## src/rtl/sensor_line_retimer_pkg.sv

```systemverilog
// Shared types and constants for the sensor line retimer: FSM states,
// counter width and FIFO pointer sizing.
package sensor_retimer_pkg;

    typedef enum logic [1:0] {
        IDLE   = 2'd0,
        DELAY  = 2'd1,
        ACTIVE = 2'd2
    } state_e;

    localparam int CNT_W = 16;

    // One extra pointer bit distinguishes full from empty.
    function automatic int ptr_width(input int depth);
        return $clog2(depth) + 1;
    endfunction

endpackage

```

## src/rtl/sensor_line_retimer_if.sv

```systemverilog
// Sensor-side and retimed-side video signals of the line retimer,
// bundled so the bench and the retimer share one definition.
interface sensor_line_retimer_if
    import sensor_retimer_pkg::*;
#(
    parameter int BW = 12
);
    logic             i_fvld;
    logic             i_lvld;
    logic             i_dvld;
    logic [BW-1:0]    i_data;
    logic [CNT_W-1:0] i_h_active;
    logic             i_clr_status;

    logic             o_fvld;
    logic             o_lvld;
    logic             o_dvld;
    logic [BW-1:0]    o_data;
    logic             o_ovf;
    logic             o_overlap;
    logic             o_short;

    modport master (
        output i_fvld, i_lvld, i_dvld, i_data, i_h_active, i_clr_status,
        input  o_fvld, o_lvld, o_dvld, o_data, o_ovf, o_overlap, o_short
    );

    modport slave (
        input  i_fvld, i_lvld, i_dvld, i_data, i_h_active, i_clr_status,
        output o_fvld, o_lvld, o_dvld, o_data, o_ovf, o_overlap, o_short
    );

endinterface

```

## src/rtl/sensor_line_retimer_fifo.sv

```systemverilog
// Show-ahead synchronous line buffer with synchronous flush; a write into a
// full FIFO is accepted when a read happens in the same cycle.
module sensor_sync_fifo
    import sensor_retimer_pkg::*;
#(
    parameter int W     = 12,
    parameter int DEPTH = 64
) (
    input  logic         pclk,
    input  logic         rst_n,
    input  logic         flush_i,
    input  logic         wr_en_i,
    input  logic [W-1:0] wr_data_i,
    input  logic         rd_en_i,
    output logic [W-1:0] rd_data_o,
    output logic         full_o,
    output logic         empty_o
);
    localparam int PW = ptr_width(DEPTH);
    localparam int AW = PW - 1;

    logic [W-1:0]  mem_q [DEPTH];
    logic [PW-1:0] wr_ptr_q, wr_ptr_d;
    logic [PW-1:0] rd_ptr_q, rd_ptr_d;
    logic          wr_ok, rd_ok;

    assign empty_o   = (wr_ptr_q == rd_ptr_q);
    assign full_o    = (wr_ptr_q[PW-1] != rd_ptr_q[PW-1]) &&
                       (wr_ptr_q[AW-1:0] == rd_ptr_q[AW-1:0]);
    assign rd_ok     = rd_en_i & ~empty_o & ~flush_i;
    assign wr_ok     = wr_en_i & (~full_o | rd_ok) & ~flush_i;
    assign rd_data_o = mem_q[rd_ptr_q[AW-1:0]];

    always_comb begin
        wr_ptr_d = wr_ptr_q;
        rd_ptr_d = rd_ptr_q;
        if (flush_i) begin
            wr_ptr_d = '0;
            rd_ptr_d = '0;
        end else begin
            if (wr_ok) wr_ptr_d = wr_ptr_q + PW'(1);
            if (rd_ok) rd_ptr_d = rd_ptr_q + PW'(1);
        end
    end

    always_ff @(posedge pclk or negedge rst_n) begin
        if (!rst_n) begin
            wr_ptr_q <= '0;
            rd_ptr_q <= '0;
        end else begin
            wr_ptr_q <= wr_ptr_d;
            rd_ptr_q <= rd_ptr_d;
        end
    end

    always_ff @(posedge pclk) begin
        if (wr_ok) mem_q[wr_ptr_q[AW-1:0]] <= wr_data_i;
    end

endmodule

```

## src/rtl/sensor_line_retimer.sv

```systemverilog
// Re-times sensor lines: each accepted line is buffered and replayed after a
// fixed delay as exactly h_active beats, padded when the sensor line is short.
module sensor_line_retimer
    import sensor_retimer_pkg::*;
#(
    parameter int                      DATA_W     = 12,
    parameter int                      LANES      = 1,
    parameter int                      FIFO_DEPTH = 64,
    parameter int                      LINE_DELAY = 16,
    parameter logic [DATA_W*LANES-1:0] PAD_VALUE  = '0
) (
    input logic                  pclk,
    input logic                  rst_n,
    sensor_line_retimer_if.slave bus
);
    localparam int BW = DATA_W * LANES;

    state_e           state_q, state_d;
    logic             fvld_q, lvld_q;
    logic             line_acc_q, line_acc_d;
    logic [CNT_W-1:0] h_act_q, h_act_d;
    logic [CNT_W-1:0] wr_cnt_q, wr_cnt_d;
    logic [CNT_W-1:0] dly_q, dly_d;
    logic [CNT_W-1:0] out_cnt_q, out_cnt_d;
    logic             o_fvld_q, o_fvld_d;
    logic             beat_q, beat_d;
    logic [BW-1:0]    o_data_q, o_data_d;
    logic             ovf_q, ovf_d;
    logic             overlap_q, overlap_d;
    logic             short_q, short_d;

    logic             line_start, frame_start, flush, accept, acc_eff;
    logic [CNT_W-1:0] cnt_eff, h_eff;
    logic             wr_req, wr_en, rd_en, emit, closed;
    logic             fifo_full, fifo_empty;
    logic [BW-1:0]    fifo_dout;

    // The line-start cycle already carries a beat, so acceptance, count and
    // length take effect combinationally in that same cycle.
    assign line_start  = bus.i_fvld & bus.i_lvld & ~lvld_q;
    assign frame_start = bus.i_fvld & ~fvld_q;
    assign flush       = frame_start & (state_q == IDLE);
    assign accept      = line_start & (state_q == IDLE) & (bus.i_h_active != '0);
    assign acc_eff     = line_start ? accept : line_acc_q;
    assign cnt_eff     = line_start ? '0 : wr_cnt_q;
    assign h_eff       = accept ? bus.i_h_active : h_act_q;
    assign wr_req      = bus.i_fvld & bus.i_lvld & bus.i_dvld & acc_eff &
                         (cnt_eff < h_eff) & ~flush;
    assign closed      = ~bus.i_lvld | ~bus.i_fvld;
    assign rd_en       = (state_q == ACTIVE) & ~fifo_empty;
    assign emit        = (state_q == ACTIVE) & (~fifo_empty | closed);
    assign wr_en       = wr_req & (~fifo_full | rd_en);

    sensor_sync_fifo #(
        .W     (BW),
        .DEPTH (FIFO_DEPTH)
    ) u_fifo (
        .pclk      (pclk),
        .rst_n     (rst_n),
        .flush_i   (flush),
        .wr_en_i   (wr_en),
        .wr_data_i (bus.i_data),
        .rd_en_i   (rd_en),
        .rd_data_o (fifo_dout),
        .full_o    (fifo_full),
        .empty_o   (fifo_empty)
    );

    always_comb begin
        state_d    = state_q;
        dly_d      = dly_q;
        out_cnt_d  = out_cnt_q;
        h_act_d    = h_act_q;
        line_acc_d = line_start ? accept : line_acc_q;
        wr_cnt_d   = flush ? '0 : (wr_en ? cnt_eff + CNT_W'(1) : cnt_eff);
        case (state_q)
            IDLE: begin
                if (accept) begin
                    h_act_d = bus.i_h_active;
                    dly_d   = CNT_W'(LINE_DELAY - 1);
                    state_d = DELAY;
                end
            end
            DELAY: begin
                if (dly_q == '0) begin
                    state_d   = ACTIVE;
                    out_cnt_d = '0;
                end else begin
                    dly_d = dly_q - CNT_W'(1);
                end
            end
            ACTIVE: begin
                if (emit) begin
                    out_cnt_d = out_cnt_q + CNT_W'(1);
                    if (out_cnt_q == h_act_q - CNT_W'(1)) state_d = IDLE;
                end
            end
            default: state_d = IDLE;
        endcase
    end

    // The frame stays open until the last buffered line has drained.
    always_comb begin
        o_fvld_d  = bus.i_fvld | (o_fvld_q & ~((state_q == IDLE) & fifo_empty));
        beat_d    = emit;
        o_data_d  = rd_en ? fifo_dout : (emit ? PAD_VALUE : o_data_q);
        ovf_d     = (wr_req & fifo_full & ~rd_en) | (ovf_q & ~bus.i_clr_status);
        overlap_d = (line_start & (state_q != IDLE)) | (overlap_q & ~bus.i_clr_status);
        short_d   = (emit & fifo_empty) | (short_q & ~bus.i_clr_status);
    end

    always_ff @(posedge pclk or negedge rst_n) begin
        if (!rst_n) begin
            state_q    <= IDLE;
            fvld_q     <= 1'b0;
            lvld_q     <= 1'b0;
            line_acc_q <= 1'b0;
            h_act_q    <= '0;
            wr_cnt_q   <= '0;
            dly_q      <= '0;
            out_cnt_q  <= '0;
            o_fvld_q   <= 1'b0;
            beat_q     <= 1'b0;
            o_data_q   <= '0;
            ovf_q      <= 1'b0;
            overlap_q  <= 1'b0;
            short_q    <= 1'b0;
        end else begin
            state_q    <= state_d;
            fvld_q     <= bus.i_fvld;
            lvld_q     <= bus.i_lvld;
            line_acc_q <= line_acc_d;
            h_act_q    <= h_act_d;
            wr_cnt_q   <= wr_cnt_d;
            dly_q      <= dly_d;
            out_cnt_q  <= out_cnt_d;
            o_fvld_q   <= o_fvld_d;
            beat_q     <= beat_d;
            o_data_q   <= o_data_d;
            ovf_q      <= ovf_d;
            overlap_q  <= overlap_d;
            short_q    <= short_d;
        end
    end

    assign bus.o_fvld    = o_fvld_q;
    assign bus.o_lvld    = beat_q;
    assign bus.o_dvld    = beat_q;
    assign bus.o_data    = o_data_q;
    assign bus.o_ovf     = ovf_q;
    assign bus.o_overlap = overlap_q;
    assign bus.o_short   = short_q;

endmodule

```

## src/flat_wrapper.sv

```systemverilog
// flat-port wrapper written by rule: the top's interface ports become plain ports
module sensor_line_retimer_flat import sensor_retimer_pkg::*;
#(
    parameter int                      DATA_W     = 12,
    parameter int                      LANES      = 1,
    parameter int                      FIFO_DEPTH = 64,
    parameter int                      LINE_DELAY = 16,
    parameter logic [DATA_W*LANES-1:0] PAD_VALUE  = '0
)
  (pclk, rst_n, bus_i_fvld, bus_i_lvld, bus_i_dvld, bus_i_data, bus_i_h_active, bus_i_clr_status, bus_o_fvld, bus_o_lvld, bus_o_dvld, bus_o_data, bus_o_ovf, bus_o_overlap, bus_o_short);
  sensor_line_retimer_if #(.BW((12))) bus_i ();
  input logic pclk;
  input logic rst_n;
  input wire logic [$bits(bus_i.i_fvld)-1:0] bus_i_fvld;
  input wire logic [$bits(bus_i.i_lvld)-1:0] bus_i_lvld;
  input wire logic [$bits(bus_i.i_dvld)-1:0] bus_i_dvld;
  input wire logic [$bits(bus_i.i_data)-1:0] bus_i_data;
  input wire logic [$bits(bus_i.i_h_active)-1:0] bus_i_h_active;
  input wire logic [$bits(bus_i.i_clr_status)-1:0] bus_i_clr_status;
  output wire logic [$bits(bus_i.o_fvld)-1:0] bus_o_fvld;
  output wire logic [$bits(bus_i.o_lvld)-1:0] bus_o_lvld;
  output wire logic [$bits(bus_i.o_dvld)-1:0] bus_o_dvld;
  output wire logic [$bits(bus_i.o_data)-1:0] bus_o_data;
  output wire logic [$bits(bus_i.o_ovf)-1:0] bus_o_ovf;
  output wire logic [$bits(bus_i.o_overlap)-1:0] bus_o_overlap;
  output wire logic [$bits(bus_i.o_short)-1:0] bus_o_short;
  assign bus_i.i_fvld = bus_i_fvld;
  assign bus_i.i_lvld = bus_i_lvld;
  assign bus_i.i_dvld = bus_i_dvld;
  assign bus_i.i_data = bus_i_data;
  assign bus_i.i_h_active = bus_i_h_active;
  assign bus_i.i_clr_status = bus_i_clr_status;
  assign bus_o_fvld = bus_i.o_fvld;
  assign bus_o_lvld = bus_i.o_lvld;
  assign bus_o_dvld = bus_i.o_dvld;
  assign bus_o_data = bus_i.o_data;
  assign bus_o_ovf = bus_i.o_ovf;
  assign bus_o_overlap = bus_i.o_overlap;
  assign bus_o_short = bus_i.o_short;
  sensor_line_retimer #(.DATA_W(DATA_W), .LANES(LANES), .FIFO_DEPTH(FIFO_DEPTH), .LINE_DELAY(LINE_DELAY), .PAD_VALUE(PAD_VALUE)) u_core (.pclk(pclk), .rst_n(rst_n), .bus(bus_i));
endmodule
```

## config.mk

```make
export PLATFORM = sky130hd
export DESIGN_NAME = sensor_line_retimer_flat
export DESIGN_NICKNAME = d
export VERILOG_FILES = /design/src/rtl/sensor_line_retimer_pkg.sv /design/src/rtl/sensor_line_retimer_if.sv /design/src/rtl/sensor_line_retimer_fifo.sv /design/src/rtl/sensor_line_retimer.sv /design/src/flat_wrapper.sv
export SDC_FILE = /design/constraint.sdc
export NUM_CORES = 1
export LEC_CHECK = 0
export CAP_MARGIN = 5
export CORE_MARGIN = 3
export CORE_UTILIZATION = 60
export CTS_CLUSTER_DIAMETER = 80
export DETAILED_ROUTE_END_ITERATION = 7
export GPL_TIMING_DRIVEN = 0
export PLACE_DENSITY_LB_ADDON = 0.12
export RECOVER_POWER = 50
export SLEW_MARGIN = 15
export SYNTH_ARGS = -nofsm -noshare
export SYNTH_HDL_FRONTEND = slang
export SYNTH_SLANG_ARGS = --single-unit
export TNS_END_PERCENT = 10
```

## constraint.sdc

```tcl
create_clock -name pclk -period 11.5 [get_ports pclk]
set_input_delay 3.45 -clock pclk [delete_from_list [all_inputs] [get_ports pclk]]
set_output_delay 3.45 -clock pclk [all_outputs]
set_load 0.05 [all_outputs]
```

# Word-level counts from Yosys, hierarchy flattened

Memories as Yosys holds them, arrays and structs flattened.
Index checks and enable logic that the tools add are counted.
W data, S select, Z words.

Add/sub/neg operators: 6
Multiply operators: 0
Div/mod/pow operators: 0
Magnitude comparators: 1
Equality and inequality tests: 11
Shift operators: 0
Muxes and demuxes: 24
Bitwise operators: 44
Reductions and logical operators: 13

Operators with widths:

| operator                | count |
|---|---|
| $mux W16                | 8 |
| $pmux W16 S2            | 2 |
| $add A16 B1 Y16 const B | 2 |
| $sub A16 B1 Y16 const B | 2 |
| $mux W7                 | 4 |
| $and A1 B1 Y1           | 26 |
| $mux W12                | 2 |
| $eq A16 B16 Y1          | 1 |
| $logic_not A16 Y1       | 1 |
| $lt A16 B16 Y1          | 1 |
| $reduce_bool A16 Y1     | 1 |
| $add A7 B1 Y7 const B   | 2 |
| $reduce_bool A2 Y1      | 6 |
| $not A1 Y1              | 10 |
| $mux W2                 | 4 |
| $or A1 B1 Y1            | 8 |
| $eq A7 B7 Y1            | 1 |
| $eq A6 B6 Y1            | 1 |
| $ne A2 B1 Y1 const B    | 3 |
| $pmux W2 S3             | 1 |
| $reduce_and A3 Y1       | 2 |
| $ne A2 B2 Y1 const B    | 2 |
| $reduce_and A4 Y1       | 1 |
| $mux W1                 | 3 |
| other kinds (5)         | 5 |

Register bits: 100
Bits in latches: 0
Memory bits (writable): 768
ROM bits: 0
Input port bits: 34
Output and inout port bits: 18
Logic and storage cells: 116
Memories: 1

Memories:

| memory              | words | bits a word | rd ports | clocked after memory_dff | wr ports | line                           | text |
|---|---|---|---|---|---|---|---|
| u_core.u_fifo.mem_q | 64    | 12          | 1        | 0                        | 1        | sensor_line_retimer_fifo.sv:22 | `logic [W-1:0] mem_q [DEPTH];` |

# Logic depth before layout (Yosys ltp)

Depth after elaboration: 13
Mapped depth: 15
Depth with buffers taken out: 13

# Hierarchy

A second synthesis with hierarchy kept.

Cells, all modules: 2,097
Area total of the unflattened synthesis: 35,819.4 um2

Modules (own cells, without submodules):

| module              | instances | cells each | area each (um2) | sequential area each (um2) |
|---|---|---|---|---|
| sensor_sync_fifo    | 1         | 1,530      | 30,739.5        | 23,412.5 |
| sensor_line_retimer | 1         | 567        | 5,079.9         | 2,152.1 |

# Least setup slack after synthesis

No wires, ideal clock.

Kind: in2reg
From: input port bus_i_h_active[4]
To: memory u_core.u_fifo.mem_q[59][0], enable pin
Library setup time: 0.413 ns
Data arrival time: 7.366 ns
Required time: 11.087 ns
Setup slack: 3.721 ns
Cell stages on the path: 13
Buffers on the path: 1
Cell sequence: nor4_1 > nand4_1 > nand3_1 > clkbuf_1 > nand2_1 > nand2_1 > inv_1 > ha_1 > a2111oi_0 > o21ai_1 > nor4_4 > nand2_2 > nor4_1

Longest elaborated chain between the ends: 11
Elaborated cells on any way between the ends: 13
Classes of those cells: order compare (1); mux (4); bitwise (7); reduce/logical (1)

RTL lines:

| element                                                | line                                                 | text |
|---|---|---|
| from (decl)                                            | flat_wrapper.sv:18                                   | `input wire logic [$bits(bus_i.i_h_active)-1:0] bus_i_h_active;` |
| $reduce_bool A16 Y1                                    | sensor_line_retimer.sv:43                            | `assign accept = line_start & (state_q == IDLE) & (bus.i_h_active != '0);` |
| $and A1 B1 Y1                                          | sensor_line_retimer.sv:43                            |  |
| $mux W16 / $mux W1 (equally long branches)             | sensor_line_retimer.sv:46, sensor_line_retimer.sv:44 |  |
| $lt A16 B16 Y1 / $and A1 B1 Y1 (equally long branches) | sensor_line_retimer.sv:48, sensor_line_retimer.sv:47 |  |
| $and A1 B1 Y1 *                                        | sensor_line_retimer.sv:47                            | `assign wr_req = bus.i_fvld & bus.i_lvld & bus.i_dvld & acc_eff &` |
| $and A1 B1 Y1 *                                        | sensor_line_retimer.sv:48                            | `(cnt_eff < h_eff) & ~flush;` |
| $and A1 B1 Y1 *                                        | sensor_line_retimer.sv:52                            | `assign wr_en = wr_req & (~fifo_full \| rd_en);` |
| $and A1 B1 Y1 * (2 in a row)                           | sensor_line_retimer_fifo.sv:31                       | `assign wr_ok = wr_en_i & (~full_o \| rd_ok) & ~flush_i;` |
| $mux W1 *                                              | sensor_line_retimer_fifo.sv:57                       | `if (wr_ok) mem_q[wr_ptr_q[AW-1:0]] <= wr_data_i;` |
| $mux W1 (not written as such) *                        | sensor_line_retimer_fifo.sv:57                       |  |
| to (decl)                                              | sensor_line_retimer_fifo.sv:22                       |  |

Mark *: on every way between the ends. The rest lies on a longest branch, timed or not.

# Worst setup path after layout

From: input port bus_i_fvld
To: memory u_core.u_fifo.mem_q[57][6], enable pin

Longest elaborated chain between the ends: 13
Elaborated cells on any way between the ends: 22
Classes of those cells: order compare (1); mux (5); bitwise (16)

RTL lines:

| element                                                | line                                                 | text |
|---|---|---|
| from (decl)                                            | flat_wrapper.sv:14                                   | `input wire logic [$bits(bus_i.i_fvld)-1:0] bus_i_fvld;` |
| $and A1 B1 Y1                                          | sensor_line_retimer.sv:40, sensor_line_retimer.sv:47 |  |
| $and A1 B1 Y1                                          | sensor_line_retimer.sv:40                            | `assign line_start = bus.i_fvld & bus.i_lvld & ~lvld_q;` |
| $and A1 B1 Y1 (2 in a row)                             | sensor_line_retimer.sv:43                            |  |
| $mux W16 / $mux W1 (equally long branches)             | sensor_line_retimer.sv:46, sensor_line_retimer.sv:44 |  |
| $lt A16 B16 Y1 / $and A1 B1 Y1 (equally long branches) | sensor_line_retimer.sv:48, sensor_line_retimer.sv:47 |  |
| $and A1 B1 Y1                                          | sensor_line_retimer.sv:47                            |  |
| $and A1 B1 Y1                                          | sensor_line_retimer.sv:48                            |  |
| $and A1 B1 Y1                                          | sensor_line_retimer.sv:52                            |  |
| $and A1 B1 Y1                                          | sensor_line_retimer_fifo.sv:31                       |  |
| $and A1 B1 Y1 *                                        | sensor_line_retimer_fifo.sv:31                       |  |
| $mux W1 *                                              | sensor_line_retimer_fifo.sv:57                       |  |
| $mux W1 (not written as such) *                        | sensor_line_retimer_fifo.sv:57                       |  |

Marks and branches as above.

==> reports/metrics.yaml <==
die:
  die_area_sq_mm: 0.0624
  row_count: 88
  die_width_microns: 250
  die_h_microns: 250
  coreArea_sq_mm: 0.0582
  io_pins: 52
  start_util_pct: 61.3
clock_tree:
  cts-root-buf: "clkbuf_16"
  post_cts_buffers: 0
  cts_resized: 0
  cts_buffers: 85
  clockBufferDepth: 3
  htreeDepth: 3
  clkSlewWorstSetupHoldPaths_ps: 60
  tritoncts: "built"
  ctsHoldBuffers: 0
  clock-sinks: 868
  clk_latency_ps: 650
sta:
  skew_ps: 19.7
  rsz0062_at_grt: "false"
  slew_headroom_pct: -189
  min_period_over_period_pct: 80.5
  tns_ps: 0
  fmax_mhz: 108
  hold_violations: 0
  worstMarginPinSlew_ps: 4340
  whs_ps: 483
  drv_slew: 580
  period_minus_slack_ps: 9250
  setup_viol: 0
detailed_routing:
  drc_errors: 0
  first_pass_iters: 5
  vias_per_cell: 6.61
  drt_iter0_markers: 1980
  routed_wl_microns: 88300
  ant_nets: 0
  vias: 20100
  drt-wirelength-per-cell_microns: 29.1
finish:
  drive_gt1_share_pct: 19.9
  final_cells: 3036
  nets: 2257
  seq_area_sq_mm: 0.0256
  fillers: 3790
  insertedDiodeCount: 0
  multiInputGateArea_sq_mm: 0.00973
  syn_to_final_growth_pct: 13.1
  design_area_sq_mm: 0.0403
synthesis:
  syn_avg_cell_area_sq_um: 17.7
  syn-instance-count: 2020
  synthTopCellsByCount: "edfxtp_1 (768), mux4_2 (180), nor2_1 (120)"
  synth-async-reset-ratio_pct: 11.5
  yosysWarnings: 0
  ys_ff_latch: 868
  seq_area_frac_synth_pct: 71.6
  synthMostInstantiatedCell: "edfxtp_1"
  synthesis.area_sq_mm: 0.0357
  synth_edf_count: 768
  synthFlopType: "edfxtp_1"
  syn_nets: 2075
  synth_area_leaders: "edfxtp_1 (65%), mux4_2 (11%), dfrtp_1 (7.0%)"
  yosys.cell_types.count: 66
  synth_top_area_cell: "edfxtp_1"
  synth.top_cell.area_share_pct: 64.6
global_routing:
  grt_max_degree: 75
  grt_pass1_wl_microns: 132000
  grt_overflow: 0
  antenna_found_initial: 0
  track_usage_pct: 28.8
  grt_pass1_vias: 20000
placed_design:
  gp_congestion: 0.975
  dpl-instance-area_sq_mm: 0.0378
  place_hpwl_microns: 60200
  io_buffers: 51
  dp.cells: 2879
critical_path:
  path_class: "in -> reg"
  path_buf_inv: 4
  crit_path_max_incr_delay_ps: 1200
  cp_cell_sequence: "dlygate4sd3_1, and3b_1, nand2_1, nor2_1, clkbuf_1, nand2_1, nand2_1, inv_1, ha_1, and3_1, o21ai_0, a31oi_1, a21oi_1, clkbuf_1, nand4b_1, nor2_1"
  critPathMaxFanout: 12
  cp-end-kind: "flip-flop"
  crit_start: "bus_i_fvld"
  crit_cells: 16
  worstSetupStartpointType: "input port"
  cp_slowest_cell: "nor2_1"
  r2r-end: "u_core.u_fifo.mem_q[57][6]"
  ff2ff_setup_slack_ps: 5020
  arrival_ps: 9500
  worstPathRequired_ps: 11750
  critPathMostFrequentCell: "nand2_1"
  critPathTopFamily: "simple AND/OR/NAND/NOR gates"
  rr_worst_depth: 15
  r2r_start: "u_core.state_q[1]"
power:
  peakVddDrop_mv: 0.198
  power-per-cell-area_mw_per_mm2: 218
  p_leak_nw: 13.3
min_path:
  holdPathStages: 1
  hold_path.startpoint: "u_core.bus.o_fvld"
  whs_endpoint: "u_core.bus.o_fvld"
  holdCritPathClass: "reg -> reg"
status:
  violations: "max-capacitance violations, max-slew violations"
  outcome: "complete, but fails checks"
flow_run:
  drv_cap: 14
-- registers in the layout, indices dropped and copies added (netlist names), 2 cells and up --
name,flops
u_core.state_q,2
u_core.u_fifo.rd_ptr_q,7
u_core.out_cnt_q,16
u_core.u_fifo.mem_q,768
u_core.wr_cnt_q,16
u_core.dly_q,16
u_core.h_act_q,16
u_core.u_fifo.wr_ptr_q,7
u_core.bus.o_data,12
-- layer usage --
layer,up-vias,routed length (microns),GRT usage [%]
li1,8487,-,-
met1,10400,35300,41.2
met2,971,43000,45.9
met3,183,7200,5.17
met4,0,2830,9.05
met5,-,0,0
-- stage by stage --
stage               setup WS [ps]  utilization, %  total power, mW
floorplan                    3720               -             5.22
global placement             1480            63.8             6.07
detailed placement           1880            64.9             6.11
CTS                          2400            69.6             8.83
global route                 2000            69.3             9.09
finish                       2250            69.3             8.81
-- worst register-to-register path, cell delays in order, from the launching register on --
cell and delay, ps:
dfrtp_1 490, nor2_1 500, nand2_1 170, nor2_1 240
clkbuf_1 390, nand2_1 170, nand2_1 130, inv_1 60
ha_1 320, and3_1 150, o21ai_0 170, a31oi_1 140
a21oi_1 610, clkbuf_1 460, nand4b_1 890, nor2_1 1210
-- cells in the final DEF, fill, tap and decap left out, drive strengths merged, types with 13 or more instances in the layout --
master           n
xor2            22
or3             13
a221oi          24
nand2b          15
xnor2           35
nor2           120
o21ai           25
mux4           180
nor4            28
nor3            32
clkbuf         187
and2            18
nor2b           13
inv             35
nand4           31
nand3           44
ha              21
nand2          108
clkinv          36
mux2i           93
edfxtp         768
buf             87
dfrtp          100
clkdlybuf4s50   35
a21oi           29
-- worst max path at each step --
stage | to | slack, ps
final | u_core.u_fifo.mem_q[57][6] | 2250
after global routing | u_core.u_fifo.mem_q[57][3] | 2000
after CTS | u_core.u_fifo.mem_q[25][2] | 2400
after detailed placement | u_core.u_fifo.mem_q[26][1] | 1880
after global placement | u_core.u_fifo.mem_q[43][7] | 1480
after floorplan | u_core.u_fifo.mem_q[59][0] | 3720
-- cell families (layout without fill, tap and decap cells) --
group	Yosys count	after routing	share of synthesized area [%]
fa+ha+maj	21	21	0.736
mux	276	276	14.1
compound gates	168	168	3.43
simple gates	485	485	7.04
flops	868	868	71.6
xor+xnor	57	57	1.40
buf+inv	145	396	1.69
-- power breakdown --
group / switching, mW / internal (mW) / total, mW
Sequential: 0.0701 / 3.49 / 3.56
Clock: 1.21 / 1.54 / 2.74
Combinational: 1.49 / 1.01 / 2.51
-- cell type report --
class / count / area share [%]
flip-flops and latches: 868 / 63.4
multi-input cells: 1007 / 24.1
clock buffers: 104 / 5.45
well taps: 765 / 2.37
repair buffers: 95 / 1.83
clock inverters: 52 / 1.38
plain buffers: 113 / 1.20
inverters: 32 / 0.298
Note: power is estimated with default switching activity, not from simulation.
